File: config.mk
export PLATFORM = sky130hd
export DESIGN_NAME = led_strand_driver
export DESIGN_NICKNAME = d
export VERILOG_FILES = /design/src/rtl/led_strand_driver.sv
export SDC_FILE = /design/constraint.sdc
export NUM_CORES = 1
export LEC_CHECK = 0
export BUFFER_PORTS_ARGS = -buffer_cell sky130_fd_sc_hd__buf_2
export CORE_MARGIN = 1
export CORE_UTILIZATION = 40
export DETAILED_ROUTE_END_ITERATION = 7
export GPL_TIMING_DRIVEN = 0
export SYNTH_ARGS = -nofsm -noshare
export SYNTH_HDL_FRONTEND = slang
export SYNTH_SLANG_ARGS = --single-unit
File: constraint.sdc
create_clock -name clk_led -period 3.3 [get_ports clk_led]
set_clock_uncertainty 0.1 [all_clocks]
set_input_delay 0.165 -clock clk_led [delete_from_list [all_inputs] [get_ports clk_led]]
set_output_delay 0.165 -clock clk_led [all_outputs]
set_load 0.03 [all_outputs]
File: src/rtl/led_strand_driver.sv
// WS2812-style LED strand transmitter.
// Fetches GRB words from an external color buffer and shifts them out MSB-first
// as NRZ pulses. While one LED is shifting, the next one is prefetched so that
// LEDs go out back-to-back. Each frame ends with a low latch gap.
//
// state   | meaning
// --------+------------------------------------------------------------
// S_IDLE  | strand low, not busy, waiting for enable
// S_FETCH | strand low, waiting for the buffer to answer the held address
// S_SEND  | shifting the current LED; prefetching the next one meanwhile
// S_LATCH | strand low for CYCLES_RESET cycles, then frame_done
module led_strand_driver #(
  parameter int NUM_LEDS          = 50,
  parameter int LED_ADDRESS_WIDTH = $clog2(NUM_LEDS),
  parameter int CYCLES_T0H        = 35,
  parameter int CYCLES_T1H        = 70,
  parameter int CYCLES_BIT        = 125,
  parameter int CYCLES_RESET      = 5000,
  parameter int FETCH_SETTLE      = 3,
  parameter int FETCH_TIMEOUT     = 255
) (
  input  logic                         clk_led,
  input  logic                         rst_n,
  input  logic                         enable,
  output logic [LED_ADDRESS_WIDTH-1:0] next_led_request_address,
  input  logic [7:0]                   green_in,
  input  logic [7:0]                   red_in,
  input  logic [7:0]                   blue_in,
  input  logic                         color_valid,
  output logic                         strand_out,
  output logic                         busy,
  output logic                         frame_done,
  output logic                         fetch_error
);

  localparam int BW = $clog2(CYCLES_BIT);
  localparam int LW = $clog2(CYCLES_RESET);
  localparam int FW = $clog2(FETCH_TIMEOUT);

  localparam logic [BW-1:0] BIT_LAST   = BW'(CYCLES_BIT - 1);
  localparam logic [BW-1:0] T0H        = BW'(CYCLES_T0H);
  localparam logic [BW-1:0] T1H        = BW'(CYCLES_T1H);
  localparam logic [LW-1:0] LATCH_LAST = LW'(CYCLES_RESET - 1);
  localparam logic [FW-1:0] SETTLE     = FW'(FETCH_SETTLE);
  localparam logic [FW-1:0] TMO_LAST   = FW'(FETCH_TIMEOUT - 1);
  localparam logic [LED_ADDRESS_WIDTH-1:0] ADDR_LAST = LED_ADDRESS_WIDTH'(NUM_LEDS - 1);

  typedef enum logic [1:0] {S_IDLE, S_FETCH, S_SEND, S_LATCH} state_t;

  state_t                       r_state;
  logic [LED_ADDRESS_WIDTH-1:0] r_addr;
  logic [FW-1:0]                r_fetch_cnt;
  logic                         r_fetch_active;
  logic                         r_pf_valid;
  logic [23:0]                  r_prefetch;
  logic [23:0]                  r_shift;
  logic [BW-1:0]                r_bit_cnt;
  logic [4:0]                   r_bit_idx;
  logic                         r_cur_last;
  logic [LW-1:0]                r_latch_cnt;
  logic                         r_strand;
  logic                         r_busy;
  logic                         r_frame_done;
  logic                         r_fetch_error;

  logic        w_fetch_on;
  logic        w_cap_ok;
  logic        w_timeout;
  logic        w_fetch_done;
  logic [23:0] w_fetch_data;
  logic        w_bit_end;
  logic        w_led_end;
  logic        w_pf_ready;
  logic [23:0] w_pf_data;
  logic        w_addr_last;
  logic [BW-1:0] w_cnt_inc;
  logic [BW-1:0] w_hi_time;

  // Fetch engine qualification: color_valid is only trusted once the held
  // address has settled, which masks stale answers for the previous address.
  assign w_fetch_on   = r_fetch_active &&
                        ((r_state == S_FETCH) || ((r_state == S_SEND) && !r_pf_valid));
  assign w_cap_ok     = w_fetch_on && (r_fetch_cnt >= SETTLE) && color_valid;
  assign w_timeout    = w_fetch_on && !w_cap_ok && (r_fetch_cnt == TMO_LAST);
  assign w_fetch_done = w_cap_ok || w_timeout;
  assign w_fetch_data = w_cap_ok ? {green_in, red_in, blue_in} : 24'h000000;

  assign w_bit_end   = (r_bit_cnt == BIT_LAST);
  assign w_led_end   = w_bit_end && (r_bit_idx == 5'd23);
  // A prefetch finishing on the very cycle the LED ends is used directly.
  assign w_pf_ready  = r_pf_valid || w_fetch_done;
  assign w_pf_data   = r_pf_valid ? r_prefetch : w_fetch_data;
  assign w_addr_last = (r_addr == ADDR_LAST);
  assign w_cnt_inc   = r_bit_cnt + BW'(1);
  assign w_hi_time   = r_shift[23] ? T1H : T0H;

  // Sequencer, fetch engine and bit serializer; all outputs registered.
  always_ff @(posedge clk_led or negedge rst_n) begin
    if (!rst_n) begin
      r_state        <= S_IDLE;
      r_addr         <= '0;
      r_fetch_cnt    <= '0;
      r_fetch_active <= 1'b0;
      r_pf_valid     <= 1'b0;
      r_prefetch     <= '0;
      r_shift        <= '0;
      r_bit_cnt      <= '0;
      r_bit_idx      <= '0;
      r_cur_last     <= 1'b0;
      r_latch_cnt    <= '0;
      r_strand       <= 1'b0;
      r_busy         <= 1'b0;
      r_frame_done   <= 1'b0;
      r_fetch_error  <= 1'b0;
    end else begin
      r_frame_done  <= 1'b0;
      r_fetch_error <= w_timeout;
      if (w_fetch_on && !w_fetch_done) r_fetch_cnt <= r_fetch_cnt + FW'(1);

      case (r_state)
        S_IDLE: begin
          r_strand <= 1'b0;
          if (enable) begin
            r_state        <= S_FETCH;
            r_busy         <= 1'b1;
            r_addr         <= '0;
            r_fetch_cnt    <= '0;
            r_fetch_active <= 1'b1;
            r_pf_valid     <= 1'b0;
          end
        end

        S_FETCH: begin
          r_strand <= 1'b0;
          if (w_fetch_done) begin
            r_state    <= S_SEND;
            r_shift    <= w_fetch_data;
            r_bit_cnt  <= '0;
            r_bit_idx  <= '0;
            r_strand   <= 1'b1;
            r_cur_last <= w_addr_last;
            r_pf_valid <= 1'b0;
            if (!w_addr_last) begin
              r_addr         <= r_addr + LED_ADDRESS_WIDTH'(1);
              r_fetch_cnt    <= '0;
              r_fetch_active <= 1'b1;
            end else begin
              r_fetch_active <= 1'b0;
            end
          end
        end

        S_SEND: begin
          if (w_fetch_done) begin
            r_prefetch     <= w_fetch_data;
            r_pf_valid     <= 1'b1;
            r_fetch_active <= 1'b0;
          end
          if (!w_bit_end) begin
            r_bit_cnt <= w_cnt_inc;
            r_strand  <= (w_cnt_inc < w_hi_time);
          end else if (!w_led_end) begin
            // every bit period opens with the strand high
            r_bit_cnt <= '0;
            r_bit_idx <= r_bit_idx + 5'd1;
            r_shift   <= {r_shift[22:0], 1'b0};
            r_strand  <= 1'b1;
          end else if (r_cur_last) begin
            r_state     <= S_LATCH;
            r_latch_cnt <= '0;
            r_strand    <= 1'b0;
          end else if (w_pf_ready) begin
            r_shift    <= w_pf_data;
            r_bit_cnt  <= '0;
            r_bit_idx  <= '0;
            r_strand   <= 1'b1;
            r_pf_valid <= 1'b0;
            r_cur_last <= w_addr_last;
            if (!w_addr_last) begin
              r_addr         <= r_addr + LED_ADDRESS_WIDTH'(1);
              r_fetch_cnt    <= '0;
              r_fetch_active <= 1'b1;
            end else begin
              r_fetch_active <= 1'b0;
            end
          end else begin
            // prefetch still outstanding: finish it with the strand held low
            r_state  <= S_FETCH;
            r_strand <= 1'b0;
          end
        end

        S_LATCH: begin
          r_strand <= 1'b0;
          if (r_latch_cnt == LATCH_LAST) begin
            r_frame_done <= 1'b1;
            r_addr       <= '0;
            if (enable) begin
              r_state        <= S_FETCH;
              r_fetch_cnt    <= '0;
              r_fetch_active <= 1'b1;
              r_pf_valid     <= 1'b0;
            end else begin
              r_state <= S_IDLE;
              r_busy  <= 1'b0;
            end
          end else begin
            r_latch_cnt <= r_latch_cnt + LW'(1);
          end
        end

        default: r_state <= S_IDLE;
      endcase
    end
  end

  assign next_led_request_address = r_addr;
  assign strand_out               = r_strand;
  assign busy                     = r_busy;
  assign frame_done               = r_frame_done;
  assign fetch_error              = r_fetch_error;

endmodule

* After elaboration in Yosys (flattened, before gate mapping)
Cells that the tools add are included.
** Word-level totals
- Flip-flop bits (word level) :: 96
- Latch bits :: 0
- Memory bits (writable) :: 0
- Bits in read-only memories :: 0
- Input port bits :: 28
- Output and inout port bits :: 10
- Word-level logic and storage cells :: 164
- Memories kept :: 0
** Cells by class
- Add/sub/neg operators :: 5
- Multipliers :: 0
- Div/mod/pow operators :: 0
- Magnitude comparators :: 2
- Equality and inequality tests :: 23
- Shift-type cells :: 0
- Multiplexer cells :: 91
- Bitwise gates (word level) :: 0
- Reductions and logical operators :: 28
** Operator list (number)
- $mux 24 :: 7
- $mux 8 :: 9
- $mux 13 :: 4
- $mux 6 :: 8
- $pmux 24 s2 :: 1
- $mux 7 :: 6
- $mux 1 :: 33
- $pmux 8 s4 :: 1
- $pmux 13 s2 :: 1
- $mux 5 :: 5
- $pmux 6 s4 :: 1
- $ne 2x2->1 const B :: 10
- $mux 2 :: 7
- $pmux 7 s2 :: 1
- $add 13x1->13 const B :: 1
- $eq 13x13->1 const B :: 1
- $reduce_and 4->1 :: 3
- $pmux 5 s2 :: 1
- $reduce_and 5->1 :: 2
- $ne 3x3->1 const B :: 3
- $add 8x1->8 const B :: 1
- $eq 8x8->1 const B :: 1
- $ge 8x2->1 const B :: 1
- $logic_and 1x1->1 :: 8
- other kinds (22) :: 33

* Depth between registers and ports, before layout
Gate-level depths: netlist of run 1.
- Depth in word-level cells :: 19
- Mapped depth :: 10
- Mapped depth without buffers :: 8

* Worst setup path after synthesis of run 1
Ideal clock, no wire load.
- Path type :: register -> register
- From :: register r_bit_cnt[0]
- To :: register r_latch_cnt[5]
- Setup time :: 0.133 ns
- Arrival time :: 2.257 ns
- Required time :: 3.067 ns
- Setup slack :: 0.810 ns
- Cell stages (with the launch flop) :: 11
- Buffers on the path :: 3
- Clock period less this slack :: 2.490 ns
- Cells stage by stage :: dfrtp_1 inv_1 ha_1 nand4_2 or3_1 buf_2 buf_6 o32a_4 buf_6 o31ai_1 o41ai_1
** Between the ends
- Cells in the longest elaborated chain, start to end :: 4
** Ends and longest elaborated chain
- start: declaration :: line 57 : logic [BW-1:0] r_bit_cnt;
- start signal: assignment :: line 160 : r_bit_cnt <= w_cnt_inc;
- $eq 7x7->1 (*) :: line 88 : assign w_bit_end = (r_bit_cnt == BIT_LAST);
- $logic_and 1x1->1 :: line 89 : assign w_led_end = w_bit_end && (r_bit_idx == 5'd23);
- $ne 2x2->1 (no source line)
- $reduce_and 5->1 (no source line) (*)
- end signal: assignment :: line 208 : r_latch_cnt <= r_latch_cnt + LW'(1);
- end: declaration :: line 60 : logic [LW-1:0] r_latch_cnt;
Mark *: on every way between the ends. The rest lies on a longest branch, timed or not.
A chain may end at the register's enable or synchronous reset.

* Final worst setup path of run 1
- From :: register r_state[1]
- To :: register r_prefetch[22]
** Between the ends
- Cells in the longest elaborated chain, start to end :: 11
** Ends and longest elaborated chain
- start: declaration :: line 50 : state_t r_state;
- start signal: assignment :: line 100 : r_state <= S_IDLE;
- start signal: assignment :: line 124 : r_state <= S_FETCH;
- start signal: assignment :: line 136 : r_state <= S_SEND;
- $eq 2x2->1 :: line 82, 120
- $logic_and 1x1->1 :: line 82 : ((r_state == S_FETCH) || ((r_state == S_SEND) && !r_pf_valid));
- $logic_or 1x1->1 :: line 82
- $logic_and 1x1->1 :: line 81 : assign w_fetch_on = r_fetch_active &&
- $logic_and 1x1->1 (2 in a row) :: line 83 : assign w_cap_ok = w_fetch_on && (r_fetch_cnt >= SETTLE) && color_valid;
- $logic_not 1->1 :: line 84 : assign w_timeout = w_fetch_on && !w_cap_ok && (r_fetch_cnt == TMO_LAST);
- $logic_and 1x1->1 (2 in a row) :: line 84
- $logic_or 1x1->1 :: line 85 : assign w_fetch_done = w_cap_ok || w_timeout;
- $reduce_and 2->1 (no source line)
- end signal: assignment :: line 155 : r_prefetch <= w_fetch_data;
- end: declaration :: line 55 : logic [23:0] r_prefetch;
Parallel ways exist; a longest one is shown, timed or not.

==> results of run 1 <==
## cell type report
class	instances	area [sq um]	share of cell area
sequential	96	2400	0.355
clock buffer	9	225	0.0333
inverter	19	71.3	0.0105
tap	180	225	0.0333
timing repair buffer	59	425	0.0628
clock inverter	7	103	0.0152
buffer	43	206	0.0305
multi-input combinational	418	3110	0.460
## per-stage QoR
stage	instances	setup slack (ns)	cell area [sq um]
global route	831	0.00358	6770
finish	831	0.156	6770
CTS	831	0.0280	6760
detailed placement	794	0.0463	6220
global placement	793	0.0832	6190
floorplan	576	0.810	5780
## synthesized netlist by cell type, types with 4 or more instances
cell type | number | area [sq um]
a21oi_1 | 15 | 75.1
a31oi_1 | 12 | 75.1
a32o_1 | 43 | 430
and3_1 | 5 | 31.3
buf_2 | 6 | 30.0
clkbuf_1 | 29 | 109
dfrtp_1 | 96 | 2400
ha_1 | 16 | 200
inv_1 | 19 | 71.3
mux2_2 | 23 | 259
mux2i_1 | 5 | 50.1
nand2_1 | 49 | 184
nand2b_1 | 6 | 37.5
nand3_1 | 18 | 90.1
nand4_1 | 16 | 100
nor2_1 | 24 | 90.1
nor3_1 | 6 | 30.0
nor4_1 | 8 | 50.1
o21ai_0 | 39 | 195
o21ai_1 | 4 | 20.0
o31ai_1 | 46 | 345
or3_1 | 4 | 25.0
xnor2_1 | 8 | 70.1
## layout by cell type, fill, tap and decap left out, drive strengths merged, types with 15 or more instances in the layout
cell,n
o21ai,44
nor2,25
nand3,20
inv,22
nand2,50
o31ai,48
dfrtp,96
nand4,17
ha,16
dlygate4sd3,21
mux2,24
a21oi,15
a32o,43
buf,52
clkbuf,38
## layer usage
metal	up-vias	track usage	wire, microns
met5	-	0	0
met4	0	0.0739	191
met3	12	0.0267	546
met2	120	0.345	7140
met1	2518	0.303	7470
li1	2385	-	-
## report_power, final
group	leakage (uW)	switching (uW)	total [uW]	internal [uW]
Combinational	0.00132	1390	2200	812
Clock	0.000157	505	1180	674
Sequential	0.00131	179	1580	1400
Total	0.00279	2070	4960	2890
## what timing repair did
action	4_1_cts	5_1_grt
endpoints found under the setup margin	0	22
hold buffers	21	0
hold endpoints to repair	61	0
gates resized for setup	0	8
## cell families after synthesis
| logic type | synth area share |
|---|---|
| AND/OR/NAND/NOR | 0.150 |
| multiplexers | 0.0554 |
| adder cells (fa/ha/maj) | 0.0346 |
| AO/OA/AOI/OAI | 0.281 |
| XOR/XNOR | 0.0167 |
| buffers and inverters | 0.0474 |
| flip-flops | 0.416 |
## sequential cells by signal, summed over array words and instances (netlist names)
name / cells
busy: 1
fetch_error: 1
frame_done: 1
next_led_request_address: 6
r_bit_cnt: 7
r_bit_idx: 5
r_cur_last: 1
r_fetch_active: 1
r_fetch_cnt: 8
r_latch_cnt: 13
r_pf_valid: 1
r_prefetch: 24
r_shift: 24
r_state: 2
strand_out: 1
## final timing paths
path,to,slack (ns),cells past startpoint
max,r_prefetch[22],0.16,9
min,r_prefetch[5],0.02,2
max reg2reg,r_prefetch[22],0.16,9
min reg2reg,r_latch_cnt[12],0.39,1
max in group asynchronous,r_prefetch[7],2.16,3
min in group asynchronous,r_latch_cnt[1],0.24,2
==> flow_metrics.env, run 1 <==
export IMPL_outcome="finished clean"
export IMPL_ys_seq_elements=96
export IMPL_clk_pin_slew_ns=0.07
export IMPL_timing_hold_violations_final=0
export IMPL_fin_crit_ns=3.14
export IMPL_async_reset_ff_frac=1.00
export IMPL_total_power_uw=4960
export IMPL_synth_fp_nets=620
export IMPL_dr_first_iter_drc_count=391
export IMPL_numCtsBuffers=9
export IMPL_hold_slack_ns=0.0194
export IMPL_initial_core_util=0.413
export IMPL_track_usage=0.217
export IMPL_cts_sinks=96
export IMPL_synth_ff_type="dfrtp_1"
export IMPL_drive_gt1_frac=0.180
export IMPL_min_delay_start="blue_in[5]"
export IMPL_crit_family="buffers and inverters"
export IMPL_h_tree_depth=3
export IMPL_cp_num_buf_inv=5
export IMPL_grt_overflow=0
export IMPL_grt_start_max_net_pins=56
export IMPL_setup_tns_ns=0
export IMPL_grt_pass1_vias=4966
export IMPL_regToRegStartpoint="r_state[1]"
export IMPL_max_cap_violations=0
export IMPL_diodes=0
export IMPL_ys_seq_area_frac=0.416
export IMPL_p_leak_uw=0.00279
export IMPL_critPathArrivalTime_ns=3.33
export IMPL_critPathLaunchType="register"
export IMPL_syn_inst=576
export IMPL_vias=5035
export IMPL_grt_pass1_wl_mm=25.3
export IMPL_dieArea_sq_um=14900
export IMPL_peakVddDrop_mv=0.349
export IMPL_yosysUniqueCellTypes=74
export IMPL_ant_nets=0
export IMPL_fin_nets=690
export IMPL_tightest_slew_ns=0.780
export IMPL_ys_warn_count=0
export IMPL_routedWlPerCell_microns=18.5
export IMPL_die_height_microns=122
export IMPL_drv_slew=0
export IMPL_first_pass_iters=5
export IMPL_critPathRequiredTime_ns=3.49
export IMPL_hp_class="primary input to register"
export IMPL_core_area_sq_um=14000
export IMPL_finalCritPeriodShare=0.953
export IMPL_clock_latency_ns=0.36
export IMPL_gp_congestion=0.825
export IMPL_utilization=0.484
export IMPL_path_class="register to register"
export IMPL_endpoint_kind="register"
export IMPL_setup_viol=0
export IMPL_num_io_pins=38
export IMPL_syn2layout_area_growth_pct=17.1
export IMPL_critical_path_max_fanout=10
export IMPL_port_buffers=37
export IMPL_route_detailed_drc=0
export IMPL_finalWirelength_mm=15.3
export IMPL_via_per_inst=6.06
export IMPL_synthesis_area_sq_um=5780
export IMPL_antenna_found_initial=0
export IMPL_dp_hpwl_mm=10.7
export IMPL_syn_avg_cell_area_sq_um=10.0
export IMPL_synth_edff_count=0
export IMPL_power_density_nw_per_um2=733
export IMPL_rsz0062_at_grt="false"
export IMPL_tritoncts="done"
export IMPL_clockBufferDepth=2
export IMPL_fp_dieW_microns=122
export IMPL_cp_slowest_cell="dfrtp_1"
export IMPL_max_stage_delay_ns=0.43
export IMPL_core_rowCount=43
export IMPL_path_cells="inv_1 > ha_1 > clkbuf_1 > o21ai_0 > clkbuf_1 > nor2_2 > clkbuf_2 > clkbuf_1 > a32o_1"
export IMPL_cp_startpoint="r_state[1]"
export IMPL_cp_common_cell="clkbuf_1"
export IMPL_maxSlewHeadroom=0.476
export IMPL_clockRootBuffer="clkbuf_16"
export IMPL_num_fill_cells=1326
export IMPL_post_cts_buffers=0
export IMPL_fmax_ghz=0.318
No activity file was read; power rests on OpenSTA's default activity.
==> run 2, diff against run 1 <==
==> constraint.sdc (replaced) <==
create_clock -name clk_led -period 3.7 [get_ports clk_led]
set_clock_uncertainty 0.1 [all_clocks]
set_input_delay 0.185 -clock clk_led [delete_from_list [all_inputs] [get_ports clk_led]]
set_output_delay 0.185 -clock clk_led [all_outputs]
set_load 0.03 [all_outputs]
==> run 2 against run 1 <==
Compared with the run above:
- die area is the same
- sequential cell count did not move
- non-clock buffer count is 13 lower
- critical path type unchanged
- via count decreased by 0.79%
- global-route usage fell by 0.16 points
==> flow_metrics.env, run 2 (synthesis results as in run 1) <==
export IMPL_outcome="finished clean"
export IMPL_setup_viol=0
export IMPL_peakVddDrop_mv=0.311
export IMPL_cp_common_cell="clkbuf_1"
export IMPL_vias=4995
export IMPL_grt_overflow=0
export IMPL_setup_tns_ns=0
export IMPL_drive_gt1_frac=0.176
export IMPL_critical_path_max_fanout=10
export IMPL_fin_nets=677
export IMPL_numCtsBuffers=9
export IMPL_clockBufferDepth=2
export IMPL_syn2layout_area_growth_pct=14.7
export IMPL_layout_commonest_cell="dfrtp_1"
export IMPL_grt_start_max_net_pins=56
export IMPL_tightest_slew_ns=1.13
export IMPL_place_ws_ns=0.446
export IMPL_routedWlPerCell_microns=18.7
export IMPL_rsz0062_at_grt="false"
export IMPL_hp_class="primary input to register"
export IMPL_p_leak_uw=0.00272
export IMPL_tritoncts="done"
export IMPL_finalCritPeriodShare=0.893
export IMPL_cp_num_buf_inv=5
export IMPL_place_inst=794
export IMPL_via_per_inst=6.11
export IMPL_diodes=0
export IMPL_route_detailed_drc=0
export IMPL_drv_slew=0
export IMPL_core_rowCount=43
export IMPL_fmax_ghz=0.303
export IMPL_clockRootBuffer="clkbuf_16"
export IMPL_dp_hpwl_mm=10.7
export IMPL_gp_congestion=0.825
export IMPL_instances_no_fill=818
export IMPL_cts_sinks=96
export IMPL_path_class="register to register"
export IMPL_maxSlewHeadroom=0.241
export IMPL_max_cap_violations=0
export IMPL_reg_top3="r_prefetch x24, r_shift x24, r_latch_cnt x13"
export IMPL_fin_crit_ns=3.30
export IMPL_path_cells="inv_1 > ha_1 > clkbuf_1 > o21ai_0 > clkbuf_1 > nor2_2 > clkbuf_1 > clkbuf_1 > a32o_1"
export IMPL_critPathRequiredTime_ns=3.89
export IMPL_track_usage=0.215
export IMPL_grt_pass1_wl_mm=25.2
export IMPL_fp_dieW_microns=122
export IMPL_clk_pin_slew_ns=0.07
export IMPL_ant_nets=0
export IMPL_cts_resized=0
export IMPL_crit_family="buffers and inverters"
export IMPL_total_power_uw=4410
export IMPL_initial_core_util=0.413
export IMPL_dieArea_sq_um=14900
export IMPL_timing_hold_violations_final=0
export IMPL_critPathArrivalTime_ns=3.50
export IMPL_h_tree_depth=3
export IMPL_num_fill_cells=1336
export IMPL_endpoint_kind="register"
export IMPL_max_stage_delay_ns=0.48
export IMPL_port_buffers=37
export IMPL_clock_latency_ns=0.36
export IMPL_dr_first_iter_drc_count=330
export IMPL_core_area_sq_um=14000
export IMPL_first_pass_iters=8
export IMPL_power_density_nw_per_um2=665
export IMPL_finalWirelength_mm=15.3
export IMPL_die_height_microns=122
export IMPL_post_cts_buffers=0
export IMPL_cp_slowest_cell="clkbuf_1"
export IMPL_num_io_pins=38
export IMPL_antenna_found_initial=0
export IMPL_layout_setup_ws_ns=0.396
export IMPL_grt_pass1_vias=4924
export IMPL_critPathLaunchType="register"
export IMPL_mostFrequentLayoutCells="dfrtp_1 (96), nand2_1 (49), o31ai_1 (46)"
## run 2: changes by cell type in the layout (fill, tap and decap cells not counted), sizes merged
| cell | change |
|---|---|
| dlygate4sd3 | -13 |
## run 2: report_power, final
part	internal (uW)	switching, uW	leakage, uW
combinational	713	1230	0.00125
clock	602	451	0.000157
sequential	1250	160	0.00131
## run 2: worst register-to-register path, cell delays in order, from the launching register on
cell      delay (ns)
dfrtp_1         0.44
inv_1           0.15
ha_1            0.17
clkbuf_1        0.33
o21ai_0         0.23
clkbuf_1        0.29
nor2_2          0.34
clkbuf_1        0.48
clkbuf_1        0.46
a32o_1          0.25
## run 2: path summary, 6_finish.rpt
path	from	endpoint	slack, ns	cells past startpoint
max reg2reg	r_state[1]	r_prefetch[4]	0.40	9
min	red_in[6]	r_prefetch[14]	0.006	2
min reg2reg	r_latch_cnt[12]	r_latch_cnt[12]	0.39	1
max in group asynchronous	rst_n	r_shift[2]	2.55	3
min in group asynchronous	rst_n	r_latch_cnt[1]	0.26	2
max	r_state[1]	r_prefetch[4]	0.40	9
## run 2: layer usage
layer / GRT usage / vias to the layer above / routed length (microns)
li1: - / 2359 / -
met1: 0.301 / 2515 / 7410
met2: 0.340 / 109 / 7120
met3: 0.0267 / 12 / 560
met4: 0.0755 / 0 / 190
met5: 0 / - / 0
## run 2: what timing repair did
| item | CTS | global route |
|---|---|---|
| setup endpoints to repair | 0 | 0 |
| hold buffers | 8 | 0 |
| hold endpoints to repair | 48 | 0 |
## run 2: layout make-up
type	instances	area, sq um	area share
well taps	180	225	0.0340
clock inverters	7	103	0.0155
multi-input cells	418	3100	0.468
repair buffers	46	295	0.0446
inverters	19	71.3	0.0108
clock buffers	9	225	0.0340
plain buffers	43	203	0.0306
flip-flops and latches	96	2400	0.362
## run 2: through the flow
| step | utilization | hold slack (ns) | instance area, sq um |
|---|---|---|---|
| global placement | 0.442 | 0.360 | 6190 |
| floorplan | - | -0.211 | 5780 |
| detailed placement | 0.445 | 0.114 | 6220 |
| global route | 0.474 | 0.00502 | 6630 |
| CTS | 0.474 | 0.000607 | 6630 |
| finish | 0.474 | 0.00588 | 6630 |
==> run 3, diff against run 2 <==
--- a/config.mk
+++ b/config.mk
@@ -5,11 +5,12 @@
 export SDC_FILE = /design/constraint.sdc
 export NUM_CORES = 1
 export LEC_CHECK = 0
+export ABC_AREA = 0
 export BUFFER_PORTS_ARGS = -buffer_cell sky130_fd_sc_hd__buf_2
-export CORE_MARGIN = 1
 export CORE_UTILIZATION = 40
 export DETAILED_ROUTE_END_ITERATION = 7
 export GPL_TIMING_DRIVEN = 0
+export SETUP_SLACK_MARGIN = 0.5
 export SYNTH_ARGS = -nofsm -noshare
 export SYNTH_HDL_FRONTEND = slang
 export SYNTH_SLANG_ARGS = --single-unit
==> run 3 against run 2 <==
Compared with the run above:
- sequential power hardly changed
- cell area increased by 0.28%
- first-iteration DRC count shrank 0.30%
- via count up 0.18%
- sequential share of layout area fell by 0.10 points
- utilization is 0.13 points higher
- worst setup slack better by 0.23 ns
- non-clock buffer count stayed put
- register-to-register slack gained 0.23 ns
- count of clock-buffer cells in the layout unchanged
- critical path depth fell by 2
- clock power is essentially flat
- largest cell class unchanged
- largest power group unchanged
==> flow_metrics.env, run 3 (synthesis results as in run 1) <==
export IMPL_track_usage=0.215
export IMPL_vias=5004
export IMPL_syn2layout_area_growth_pct=15.0
export IMPL_dp_hpwl_mm=10.7
export IMPL_endpoint_kind="register"
export IMPL_num_io_pins=38
export IMPL_layout_commonest_cell="dfrtp_1"
export IMPL_clk_pin_slew_ns=0.07
export IMPL_tightest_slew_ns=0.804
export IMPL_port_buffers=37
export IMPL_power_density_nw_per_um2=665
export IMPL_drv_slew=0
export IMPL_clock_latency_ns=0.36
export IMPL_max_cap_violations=0
export IMPL_cp_common_cell="clkbuf_1"
export IMPL_critPathRequiredTime_ns=3.89
export IMPL_die_height_microns=122
export IMPL_clockRootBuffer="clkbuf_16"
export IMPL_fin_crit_ns=3.08
export IMPL_max_stage_delay_ns=0.50
export IMPL_gp_congestion=0.825
export IMPL_rrSetupSlack_ns=0.62
export IMPL_cts_sinks=96
export IMPL_antenna_found_initial=0
export IMPL_via_per_inst=6.12
export IMPL_finalWirelength_mm=15.3
export IMPL_fmax_ghz=0.325
export IMPL_critical_path_max_fanout=10
export IMPL_finalCritPeriodShare=0.832
export IMPL_crit_family="buffers and inverters"
export IMPL_hp_class="primary input to register"
export IMPL_instances_no_fill=818
export IMPL_p_leak_uw=0.00274
export IMPL_critPathArrivalTime_ns=3.27
export IMPL_diodes=0
export IMPL_mostFrequentLayoutCells="dfrtp_1 (96), nand2_1 (49), o31ai_1 (45)"
export IMPL_reg_top3="r_prefetch x24, r_shift x24, r_latch_cnt x13"
export IMPL_grt_pass1_wl_mm=25.2
export IMPL_timing_hold_violations_final=0
export IMPL_dieArea_sq_um=14900
export IMPL_grt_overflow=0
export IMPL_dr_first_iter_drc_count=329
export IMPL_peakVddDrop_mv=0.311
export IMPL_core_rowCount=43
export IMPL_layout_setup_ws_ns=0.623
export IMPL_drive_gt1_frac=0.187
export IMPL_cp_num_buf_inv=5
export IMPL_clockBufferDepth=2
export IMPL_critPathLaunchType="register"
export IMPL_route_detailed_drc=0
export IMPL_grt_pass1_vias=4932
export IMPL_initial_core_util=0.413
export IMPL_path_cells="inv_1 > ha_1 > buf_1 > clkbuf_1 > clkbuf_2 > clkbuf_1 > a32o_1"
export IMPL_core_area_sq_um=14000
export IMPL_cp_slowest_cell="buf_1"
export IMPL_fp_dieW_microns=122
export IMPL_grt_start_max_net_pins=56
export IMPL_outcome="finished clean"
export IMPL_total_power_uw=4420
export IMPL_setup_tns_ns=0
export IMPL_first_pass_iters=5
export IMPL_rsz0062_at_grt="false"
export IMPL_path_class="register to register"
export IMPL_ant_nets=0
export IMPL_routedWlPerCell_microns=18.7
export IMPL_maxSlewHeadroom=0.460
export IMPL_h_tree_depth=3
export IMPL_place_ws_ns=0.446
export IMPL_tritoncts="done"
export IMPL_place_inst=794
export IMPL_numCtsBuffers=9
export IMPL_setup_viol=0
export IMPL_fin_nets=677
run 3: changes by cell type in the layout (fill, tap and decap cells not counted):
cell | previous run | this run
nor3_1 | 6 | 5
clkbuf_2 | 0 | 4
clkbuf_1 | 29 | 25
a21oi_1 | 15 | 14
o31ai_2 | 0 | 1
o31ai_1 | 46 | 45
nor3_2 | 0 | 1
a21oi_2 | 0 | 1
run 3: cell type report:
| class | instances | area (sq um) |
|---|---|---|
| Sequential cell | 96 | 2400 |
| Clock inverter | 7 | 103 |
| Inverter | 19 | 71.3 |
| Tap cell | 180 | 225 |
| Clock buffer | 9 | 225 |
| Fill cell | 1335 | 7340 |
| Buffer | 43 | 208 |
| Multi-Input combinational cell | 418 | 3120 |
| Timing Repair Buffer | 46 | 295 |
run 3: final timing paths:
path,start,end,cells after the start
worst min register to register,r_latch_cnt[12],r_latch_cnt[12],1
worst max register to register,r_state[0],r_prefetch[4],7
max in group asynchronous,rst_n,r_shift[2],3
worst min-delay path,red_in[3],r_prefetch[11],2
worst max-delay path,r_state[0],r_prefetch[4],7
min in group asynchronous,rst_n,r_latch_cnt[1],2
run 3: layer usage:
metal / vias up / global-route usage / routed length, microns
li1: 2361 / - / -
met1: 2499 / 0.301 / 7270
met2: 130 / 0.341 / 7190
met3: 14 / 0.0267 / 651
met4: 0 / 0.0755 / 194
met5: - / 0 / 0
run 3: repair_timing:
| item | in CTS | in global routing |
|---|---|---|
| hold buffers | 8 | 0 |
| setup buffers | 0 | 0 |
| setup endpoints to repair | 20 | 28 |
| gates resized for setup | 1 | 9 |
| hold endpoints to repair | 48 | 0 |
run 3: power by group:
group	total, uW	internal [uW]	leakage [uW]	switching, uW
Clock	1050	602	0.000157	452
Sequential	1410	1250	0.00131	160
Combinational	1950	716	0.00127	1240
Total	4420	2570	0.00274	1850
run 3: metrics by stage:
step | cell area, sq um | utilization | hold slack [ns]
6_report | 6650 | 0.475 | 0.00769
3_3_place_gp | 6190 | 0.442 | 0.360
5_1_grt | 6650 | 0.475 | 0.00502
2_1_floorplan | 5780 | - | -0.211
3_5_place_dp | 6220 | 0.445 | 0.114
4_1_cts | 6630 | 0.474 | 0.000607
